[src/rtl/mem_port_arbiter.sv]
// mem_port_arbiter: round-robin sharing of one banked scratchpad port with lockstep read-pipeline tracking
module mem_port_arbiter #(
  parameter int DATA_L     = 32,
  parameter int ADDR_L     = 10,
  parameter int N_BANKS    = 8,
  parameter int N_REQ      = 2,
  parameter int RD_LATENCY = 1
) (
  input  logic                                   clk,
  input  logic                                   rst,
  input  logic [N_REQ-1:0]                       req_valid,
  input  logic [N_REQ-1:0]                       req_we,
  input  logic [N_REQ-1:0][ADDR_L-1:0]           req_addr,
  input  logic [N_REQ-1:0][N_BANKS-1:0]          req_wr_mask,
  input  logic [N_REQ-1:0][N_BANKS-1:0][DATA_L-1:0] req_wr_data,
  output logic [N_REQ-1:0]                       req_ready,
  output logic [N_REQ-1:0]                       rsp_valid,
  output logic [N_BANKS-1:0][DATA_L-1:0]         rsp_data,
  output logic [ADDR_L-1:0]                      mem_addr,
  output logic [N_BANKS-1:0]                     mem_wr_en,
  output logic [N_BANKS-1:0]                     mem_rd_en,
  output logic [N_BANKS-1:0][DATA_L-1:0]         mem_wr_data,
  input  logic [N_BANKS-1:0][DATA_L-1:0]         mem_rd_data,
  output logic                                   busy
);
  localparam int IW = $clog2(N_REQ);
  logic [IW-1:0] ptr, gid, cur_id;
  logic hit, act, cur_rd, fresh, pend;
  logic [RD_LATENCY-1:0] tv;
  logic [RD_LATENCY-1:0][IW-1:0] tid;
  logic [RD_LATENCY:0] ext;
  assign act = |(mem_wr_en | mem_rd_en);
  assign ext = {tv, cur_rd};
  assign rsp_data = mem_rd_data;
  always_comb begin
    hit = 1'b0;
    gid = '0;
    for (int k = 0; k < N_REQ; k++) begin
      if (!hit && !rst && req_valid[(int'(ptr) + k) % N_REQ]) begin
        hit = 1'b1;
        gid = IW'((int'(ptr) + k) % N_REQ);
      end
    end
    req_ready = hit ? N_REQ'(1) << gid : '0;
  end
  // pend: after the coming edge some read would still sit short of the last stage
  always_comb begin
    pend = 1'b0;
    busy = cur_rd | (fresh & tv[RD_LATENCY-1]);
    for (int j = 0; j < RD_LATENCY - 1; j++) begin
      pend = pend | (act ? ext[j] : ext[j+1]);
      busy = busy | tv[j];
    end
    for (int r = 0; r < N_REQ; r++)
      rsp_valid[r] = fresh && tv[RD_LATENCY-1] && tid[RD_LATENCY-1] == IW'(r);
  end
  always_ff @(posedge clk) begin
    if (rst) begin
      ptr         <= '0;
      mem_addr    <= '0;
      mem_wr_en   <= '0;
      mem_rd_en   <= '0;
      mem_wr_data <= '0;
      cur_rd      <= 1'b0;
      cur_id      <= '0;
      tv          <= '0;
      tid         <= '0;
      fresh       <= 1'b0;
    end else begin
      if (hit) begin
        ptr         <= IW'((int'(gid) + 1) % N_REQ);
        mem_addr    <= req_addr[gid];
        mem_wr_data <= req_wr_data[gid];
        mem_wr_en   <= req_we[gid] ? req_wr_mask[gid] : '0;
        mem_rd_en   <= req_we[gid] ? ~req_wr_mask[gid] : '1;
        cur_rd      <= !req_we[gid];
        cur_id      <= gid;
      end else begin
        mem_wr_en   <= '0;
        mem_rd_en   <= {N_BANKS{pend}};
        cur_rd      <= 1'b0;
      end
      fresh <= act;
      if (act) begin
        tv[0]  <= cur_rd;
        tid[0] <= cur_id;
        for (int i = 1; i < RD_LATENCY; i++) begin
          tv[i]  <= tv[i-1];
          tid[i] <= tid[i-1];
        end
      end
    end
  end
endmodule
[config.mk]
export PLATFORM = sky130hd
export DESIGN_NAME = mem_port_arbiter
export DESIGN_NICKNAME = d
export VERILOG_FILES = /design/src/rtl/mem_port_arbiter.sv
export SDC_FILE = /design/constraint.sdc
export NUM_CORES = 1
export LEC_CHECK = 0
export ABC_AREA = 0
export BUFFER_PORTS_ARGS = -buffer_cell sky130_fd_sc_hd__buf_2
export CORE_AREA = 2 2 530 532
export CTS_CLUSTER_DIAMETER = 50
export DETAILED_ROUTE_END_ITERATION = 12
export DIE_AREA = 0 0 532 534
export GPL_ROUTABILITY_DRIVEN = 1
export SYNTH_ARGS = -nofsm -noshare
export SYNTH_HDL_FRONTEND = slang
export SYNTH_SLANG_ARGS = --single-unit
[constraint.sdc]
create_clock -name clk -period 1.7 [get_ports clk]
set_input_delay 0.255 -clock clk [delete_from_list [all_inputs] [get_ports clk]]
set_output_delay 0.255 -clock clk [all_outputs]
set_load 0.05 [all_outputs]
* Word level (Yosys, flattened, before mapping) *
Cells that the tools add are included.

cells by class
  add/sub/neg operators = 2
  magnitude comparators = 3
  shift-type cells = 1
  mux-type cells = 19
  bitwise operators = 8
  reductions and logical operators = 12

operators by type and width
  operator                                                              count
  256-bit 2-to-1 mux                                                    2
  8-bit 2-to-1 mux                                                      3
  10-bit 2-to-1 mux                                                     2
  1-bit 2-to-1 mux                                                      11
  8-bit NOT                                                             1
  8-bit bitwise OR                                                      1
  8-bit OR reduction                                                    1
  1-bit logical AND                                                     6
  1-bit by 2-bit < comparator with 1-bit output, second input constant  2
  1-bit logical NOT                                                     3
  2-bit by 3-bit < comparator with 1-bit output, second input constant  1
  1-bit NOT                                                             3
  3-bit OR reduction                                                    1
  1-bit adder, second input constant                                    2
  2-bit 2-to-1 mux                                                      1
  2-bit OR reduction                                                    1
  1-bit by 1-bit << shifter with 2-bit output, first input constant     1
  1-bit AND                                                             1
  1-bit AND, first input constant                                       1
  1-bit bitwise OR                                                      1

word-level totals
  flip-flop bits (word level) = 288
  bits of input ports = 810
  output and inout bits = 543
  word-level logic and storage cells = 62

* Depth between registers and ports, before layout *
Gate-level depths: netlist of run 1.

  depth after elaboration = 12
  gate-level depth with buffers = 6

* Worst setup path after synthesis of run 1 *
Ideal clock, no wire load.

  kind = reg2out
  start = register ptr
  end = output port req_ready[0]
  arrival = 1.548 ns
  slack = -0.103 ns
  cell stages (with the launch flop) = 6
  cell sequence = dfxtp_1 > nor2b_1 > buf_4 > nor2_4 > buf_2 > nor2_1

on the way
  word-level cells in the longest chain between the ends = 10
  elaborated cells between the ends (all ways) = 16

RTL lines
  item                                                 line  source
  from (decl)                                          27    logic [IW-1:0] ptr, gid, cur_id;
  from (signal assigned)                               71    ptr <= IW'((int'(gid) + 1) % N_REQ);
  1-bit 2-to-1 mux (not written as such) (2 in a row)  39    if (!hit && !rst && req_valid[(int'(ptr) + k) % N_REQ]) begin
  1-bit logical AND                                    39
  1-bit 2-to-1 mux                                     39
  1-bit logical NOT                                    39
  1-bit logical AND (2 in a row)                       39
  1-bit 2-to-1 mux                                     39
  1-bit by 1-bit << shifter with 2-bit output          44    req_ready = hit ? N_REQ'(1) << gid : '0;
  2-bit 2-to-1 mux *                                   44
  to (decl)                                            16    output logic [N_REQ-1:0] req_ready,

Every way passes the cells marked *; elsewhere a longest branch is shown, timed or not. The select of a mux whose other input is x is not followed.

* Worst setup path after layout of run 1 *
  start = register ptr
  end = register mem_wr_data[123] (netlist name)

on the way
  word-level cells in the longest chain between the ends = 10
  elaborated cells between the ends (all ways) = 16

RTL lines
  item                                                   line  source
  1-bit 2-to-1 mux (not written as such) (2 in a row)    39
  1-bit logical AND                                      39
  1-bit 2-to-1 mux                                       39
  1-bit logical NOT                                      39
  1-bit logical AND (2 in a row)                         39
  1-bit 2-to-1 mux                                       39
  256-bit 2-to-1 mux (not written as such) (2 in a row)  73    mem_wr_data <= req_wr_data[gid];
  to (signal assigned)                                   73
  to (decl)                                              22    output logic [N_BANKS-1:0][DATA_L-1:0] mem_wr_data,

Several ways; a longest one is shown, not always the timed one. The select of a mux whose other input is x is not followed.
A chain may end at the register's enable or synchronous reset.

==> impl_metrics.ini, run 1 <==
[power]
pwr-share-clk_pct = 38.6
p_sw_share_pct = 39.95
seqPwrFrac_pct = 27.9
ir_drop_mv = 0.7800
pwr-share-comb_pct = 33.4
p_leak_nw = 11.87
powerDensity_nw_per_um2 = 912.3
switching_power_mw = 11.50
internal-power_mw = 17.28

[placement]
place_congestion = 0.9207
place_area_um2 = 23030
hpwl_um = 177800
dp_slack_ps = 0.5682
port_buffers = 840
dp_cells = 6133

[setup_path]
cp.required_ps = 2250
cp_max_fo = 7
arrival_ps = 2370
endpoint_kind = flip-flop
crit_type = reg2reg
cp-start-kind = flip-flop

[grt]
grt_pass1_vias = 20030
antenna_found_initial = 146
grt_max_degree = 88
grt_overflow_total = 0
track_usage_pct = 13.76
grt_pass1_wl_um = 246700

[timing]
post-route-min-period_ps = 1826
worstMarginPinSlew_ps = 506.7
slew_viol_final = 0
hold_viol = 0
max_freq_mhz = 547.8
holdWs_ps = 73.38
fin_ws_ps = -125.5
final-setup-viol-count = 53
slew_headroom_pct = 66.22
fin_crit_sh_pct = 107.4
fin_worst_skew_ps = 23.46
rsz0062_at_grt = true

[clocking]
clk_latency_ps = 710
cts_tree = yes
cts_sinks = 288
cts.path.max_buffers = 3
cts_root_buffer = clkbuf_16
htreeDepth = 2
cts_buffers = 51
clkTransAtPathRegs_ps = 60

[detailed_routing]
first_pass_iters = 5
drt_wl_total_um = 207300
drcViolationCount = 0
vias = 20660
drtAntennaViolNets = 0
viasPerCell = 3.005
wl_per_cell_um = 30.15
met3WireLength_um = 40220
drt-met1-wl_um = 64470
drtIter0Drc = 1281
wl_met2_um = 89060
top_layer_used = met5

[logic_synthesis]
syn_area_um2 = 15370
ys_seq_area_share_pct = 37.52
synth-edff-count = 0
ys_async_sr_fraction_pct = 0
netlist_instances = 1878
syn_avg_cell_area_um2 = 8.183
synth-seq-cells = 288
syn-num-nets = 2688
ys_warn_count = 0
synthFlopType = dfxtp_1
yosysUniqueCellTypes = 27

[die]
die_h_um = 534
io-pin-count = 1353
std_cell_rows = 194
die_x_um = 532
start_util_pct = 5.520
core_um2 = 278400
dieArea_um2 = 284100

[hold_path]
hold_class = in2reg

[run]
cap_violations = 0

[layout]
drive_above_1_share_pct = 36.40
fin_area_um2 = 31550
num-nets-final = 3848
area_growth_pct = 105.3
final_cells = 6874

[status]
violations = setup timing
status = finished with violations
## worst max-delay path, cell delays in order, from the launching register on
cell and delay [ps]:
dfxtp_4 360, nor2b_4 50, nor2_4 190, buf_4 180, buf_4 140, buf_16 170
buf_16 180, buf_4 130, buf_6 140, o211ai_1 110
## registers in the layout, indices dropped and copies added (netlist names)
| signal | cells |
|---|---|
| fresh | 1 |
| cur_rd | 1 |
| tid | 1 |
| mem_rd_en | 8 |
| mem_wr_data | 256 |
| mem_addr | 10 |
| mem_wr_en | 8 |
| cur_id | 1 |
| ptr | 1 |
| tv | 1 |
## worst paths after layout
| kind | from | endpoint | slack (ps) | cells past startpoint |
|---|---|---|---|---|
| setup / recovery | ptr$_SDFFE_PP0N_ | mem_wr_data[123]$_SDFFE_PP0N_ | -130 | 9 |
| hold / removal | req_wr_data[437] | mem_wr_data[181]$_SDFFE_PP0N_ | 70 | 4 |
| setup reg to reg | ptr$_SDFFE_PP0N_ | mem_wr_data[123]$_SDFFE_PP0N_ | -130 | 9 |
| hold reg to reg | cur_id$_SDFFE_PP0N_ | tid$_SDFFE_PP0P_ | 480 | 2 |
## metrics by stage
step                TNS, ps  util (%)  power [mW]
floorplan                 0         -       13.86
global placement          0     8.272       16.08
CTS                  -902.2     11.15       29.21
detailed placement        0     8.272       16.07
global route          -5689     11.30       29.86
finish                -2507     11.33       28.78
## cell type report
cell class	count	area [um^2]
fillers	31770	246900
clock buffers	60	1371
multi-input cells	1145	6937
clock inverters	35	397.9
repair buffers	1552	12230
diodes	70	175.2
flip-flops and latches	288	5782
well taps	3724	4659
## Yosys cell counts, types with 2 or more instances
master    count  area [um^2]
dfxtp_1     288         5766
nand2_1     276         1036
nand3_1     274         1371
nand3b_1    266         1997
o211ai_1    266         1997
buf_4       265         1989
buf_2        91        455.4
clkbuf_1     77        289.0
buf_1        12        45.04
a211oi_1      9        67.56
a21oi_1       9        45.04
o21ai_0       9        45.04
a311oi_1      8        70.07
nand2b_1      7        43.79
nor4_1        4        25.02
nor2_1        3        11.26
nor2b_1       3        18.77
mux2i_1       2        20.02
## routing by layer
layer | vias up | track usage [%]
met4 | 80 | 7.005
met2 | 1905 | 21.19
met3 | 534 | 11.97
met5 | - | 0.5330
met1 | 9286 | 12.46
li1 | 8850 | -
## cells by family after synthesis
logic type | count (synthesis) | synth area share [%]
buffers and inverters | 445 | 18.08
and+or+nand+nor | 837 | 29.50
muxes | 2 | 0.1303
AOI/OAI and AO/OA | 306 | 14.77
DFF | 288 | 37.52
## what timing repair did
| action | CTS | global route |
|---|---|---|
| gates resized for setup | 237 | 32 |
| hold buffers | 552 | 0 |
| hold endpoints to repair | 285 | 0 |
| buffers inserted | 13 | 10 |
| pin swaps | 7 | 18 |
| gates cloned | 0 | 6 |
| setup endpoints to repair | 161 | 115 |
## cells in the final DEF (no fill, tap or decap), drive strengths merged, types with 3 or more instances in the layout
cell,instances
nor2,4
a311oi,8
dfxtp,288
a21oi,9
o211ai,266
clkbuf,62
a211oi,9
inv,15
dlygate4sd3,552
nor2b,3
clkinv,11
buf,998
nand3,274
clkinvlp,5
nand3b,266
nand2b,7
nor4,4
diode,70
bufinv,4
o21ai,9
nand2,276
## power by group through the flow
| stage | clock network (mW) | logic (mW) | registers [mW] |
|---|---|---|---|
| floorplan | 0 | 3.23 | 10.6 |
| global placement | 0 | 7.99 | 8.08 |
| detailed placement | 0 | 7.97 | 8.10 |
| CTS | 11.5 | 9.66 | 8.02 |
| global route | 11.7 | 10.1 | 8.11 |
| finish | 11.1 | 9.62 | 8.04 |
(Power assumes the default switching activity.)
==> run 2: changes to the inputs <==
--- a/config.mk
+++ b/config.mk
@@ -7,11 +7,14 @@
 export LEC_CHECK = 0
 export ABC_AREA = 0
 export BUFFER_PORTS_ARGS = -buffer_cell sky130_fd_sc_hd__buf_2
-export CORE_AREA = 2 2 530 532
+export CELL_PAD_IN_SITES_DETAIL_PLACEMENT = 1
+export CELL_PAD_IN_SITES_GLOBAL_PLACEMENT = 1
+export CORE_AREA = 2 2 523 525
 export CTS_CLUSTER_DIAMETER = 50
 export DETAILED_ROUTE_END_ITERATION = 12
-export DIE_AREA = 0 0 532 534
+export DIE_AREA = 0 0 525 527
 export GPL_ROUTABILITY_DRIVEN = 1
+export PLACE_DENSITY_LB_ADDON = 0.1
 export SYNTH_ARGS = -nofsm -noshare
 export SYNTH_HDL_FRONTEND = slang
 export SYNTH_SLANG_ARGS = --single-unit
==> run 2 against run 1 <==
The flow still finishes with violations (setup timing). Sequential share of layout area down 0.57 points. Core utilization up 0.68 points. Power up 21%. Combinational power down 11%. Worst hold slack better by 48 ps. Critical path depth down 4. Largest cell class unchanged.
==> impl_metrics.ini, run 2 (same netlist as run 1, synthesis figures left out) <==
[die]
die_h_um = 527
core_um2 = 271700
io-pin-count = 1353
start_util_pct = 5.656
dieArea_um2 = 276700
std_cell_rows = 192
die_x_um = 525

[hold_path]
hold_class = in2reg

[setup_path]
cp.required_ps = 1440
cp_max_fo = 5
arrival_ps = 1650
endpoint_kind = primary output
cp-start-kind = flip-flop
crit_type = reg2out

[clocking]
cts_sinks = 288
cts_buffers = 97
cts.path.max_buffers = 3
clkTransAtPathRegs_ps = 40
cts_root_buffer = clkbuf_16
htreeDepth = 3
cts_tree = yes
clk_latency_ps = 700

[layout]
largest_reg_flops = 256
final_cells = 6803
area_growth_pct = 112.3
top_regs = mem_wr_data x256, mem_addr x10
area.sequential_um2 = 5793
num-nets-final = 3929
final_cell_mix = 761 x buf_2, 552 x dlygate4sd3_1, 275 x nand2_1
regMostFlops = mem_wr_data
drive_above_1_share_pct = 37.97
fill_cells = 32190
multi_input_area_um2 = 6904
layout_commonest_cell = buf_2
fin_area_um2 = 32620

[status]
violations = setup timing
status = finished with violations

[timing]
fin_worst_skew_ps = 28.99
worstMarginPinSlew_ps = 519.4
fin_ws_ps = -203.6
hold_viol = 0
final-setup-viol-count = 2
max_freq_mhz = 525.3
slew_headroom_pct = 65.37
fin_crit_sh_pct = 112.0
rsz0062_at_grt = true
post-route-min-period_ps = 1904
slew_viol_final = 0

[power]
seqPwrFrac_pct = 23.2
powerDensity_nw_per_um2 = 1064
pwr-share-comb_pct = 24.8
p_sw_share_pct = 34.25
p_leak_nw = 12.71
ir_drop_mv = 0.6709
internal-power_mw = 22.83
switching_power_mw = 11.89
pwr-share-clk_pct = 52.0

[detailed_routing]
drt_wl_total_um = 135600
drcViolationCount = 0
vias = 19330
viasPerCell = 2.841
first_pass_iters = 4
drtAntennaViolNets = 0
wl_per_cell_um = 19.93
drtIter0Drc = 486

[placement]
port_buffers = 840
dp_cells = 6050
place_congestion = 0.7187
hpwl_um = 107200
place_area_um2 = 23440

[grt]
grt_pass1_wl_um = 185800
grt_pass1_vias = 22000
track_usage_pct = 9.491
grt_overflow_total = 0
antenna_found_initial = 32
grt_max_degree = 46

[run]
cap_violations = 0
run 2: cell count changes in the layout (fill, tap and decap cells not counted), sizes merged:
cell      before   now
buf          998  1034
bufinv         4     5
clkbuf        62   146
clkinv        11    21
clkinvlp       5     0
diode         70    19
inv           15     4
run 2: through the flow:
step | total power [mW] | utilization, % | hold slack (ps) | TNS, ps | setup WS, ps
detailed placement | 15.73 | 8.626 | 482.3 | -135.5 | -12.54
finish | 34.72 | 12.01 | 121.4 | -388.0 | -203.6
global route | 36.53 | 12.00 | 49.61 | -834.0 | -346.0
CTS | 35.88 | 11.97 | 6.841 | -944.1 | -326.4
global placement | 15.79 | 8.626 | 478.5 | -1072 | -63.63
floorplan | 13.86 | - | 363.8 | 0 | 118.0
run 2: layer usage:
| metal | wire length (um) | global-route usage, % | up-vias |
|---|---|---|---|
| li1 | - | - | 8992 |
| met1 | 52870 | 10.31 | 9036 |
| met2 | 63300 | 15.76 | 984 |
| met3 | 13480 | 4.366 | 300 |
| met4 | 5729 | 4.047 | 18 |
| met5 | 232 | 0.4502 | - |
run 2: final cells by class:
cell class | count | share of cell area, %
clock buffers | 145 | 8.729
well taps | 3589 | 13.76
multi-input cells | 1145 | 21.16
clock inverters | 30 | 1.105
repair buffers | 1587 | 37.34
flip-flops and latches | 288 | 17.76
diodes | 19 | 0.1457
run 2: worst max-delay path: stages, from the launching register on:
cell	delay [ps]
dfxtp_4	350
nor2b_4	140
nor2_4	50
buf_12	140
nor2_4	120
buf_8	160
run 2: worst paths after layout:
path	start	endpoint	slack [ps]	cells past startpoint
max	ptr$_SDFFE_PP0N_	req_ready[0]	-200	5
min	req_valid[1]	cur_id$_SDFFE_PP0N_	120	4
min reg2reg	cur_id$_SDFFE_PP0N_	tid$_SDFFE_PP0P_	470	2
max reg2reg	ptr$_SDFFE_PP0N_	mem_rd_en[4]$_SDFF_PP0_	120	7
run 2: power by group through the flow:
stage | clock (mW) | combinational [mW] | sequential [mW]
global placement | 0 | 7.61 | 8.18
detailed placement | 0 | 7.55 | 8.17
finish | 18.1 | 8.60 | 8.06
floorplan | 0 | 3.23 | 10.6
CTS | 18.9 | 8.85 | 8.09
global route | 19.2 | 9.21 | 8.16
run 2: what timing repair did:
item / 4_1_cts / 5_1_grt
buffers inserted: 6 / 2
endpoints found under the setup margin: 78 / 7
resized for setup: 117 / 10
hold buffers: 552 / 0
pin swaps: 3 / 1
endpoints found under the hold margin: 286 / 0
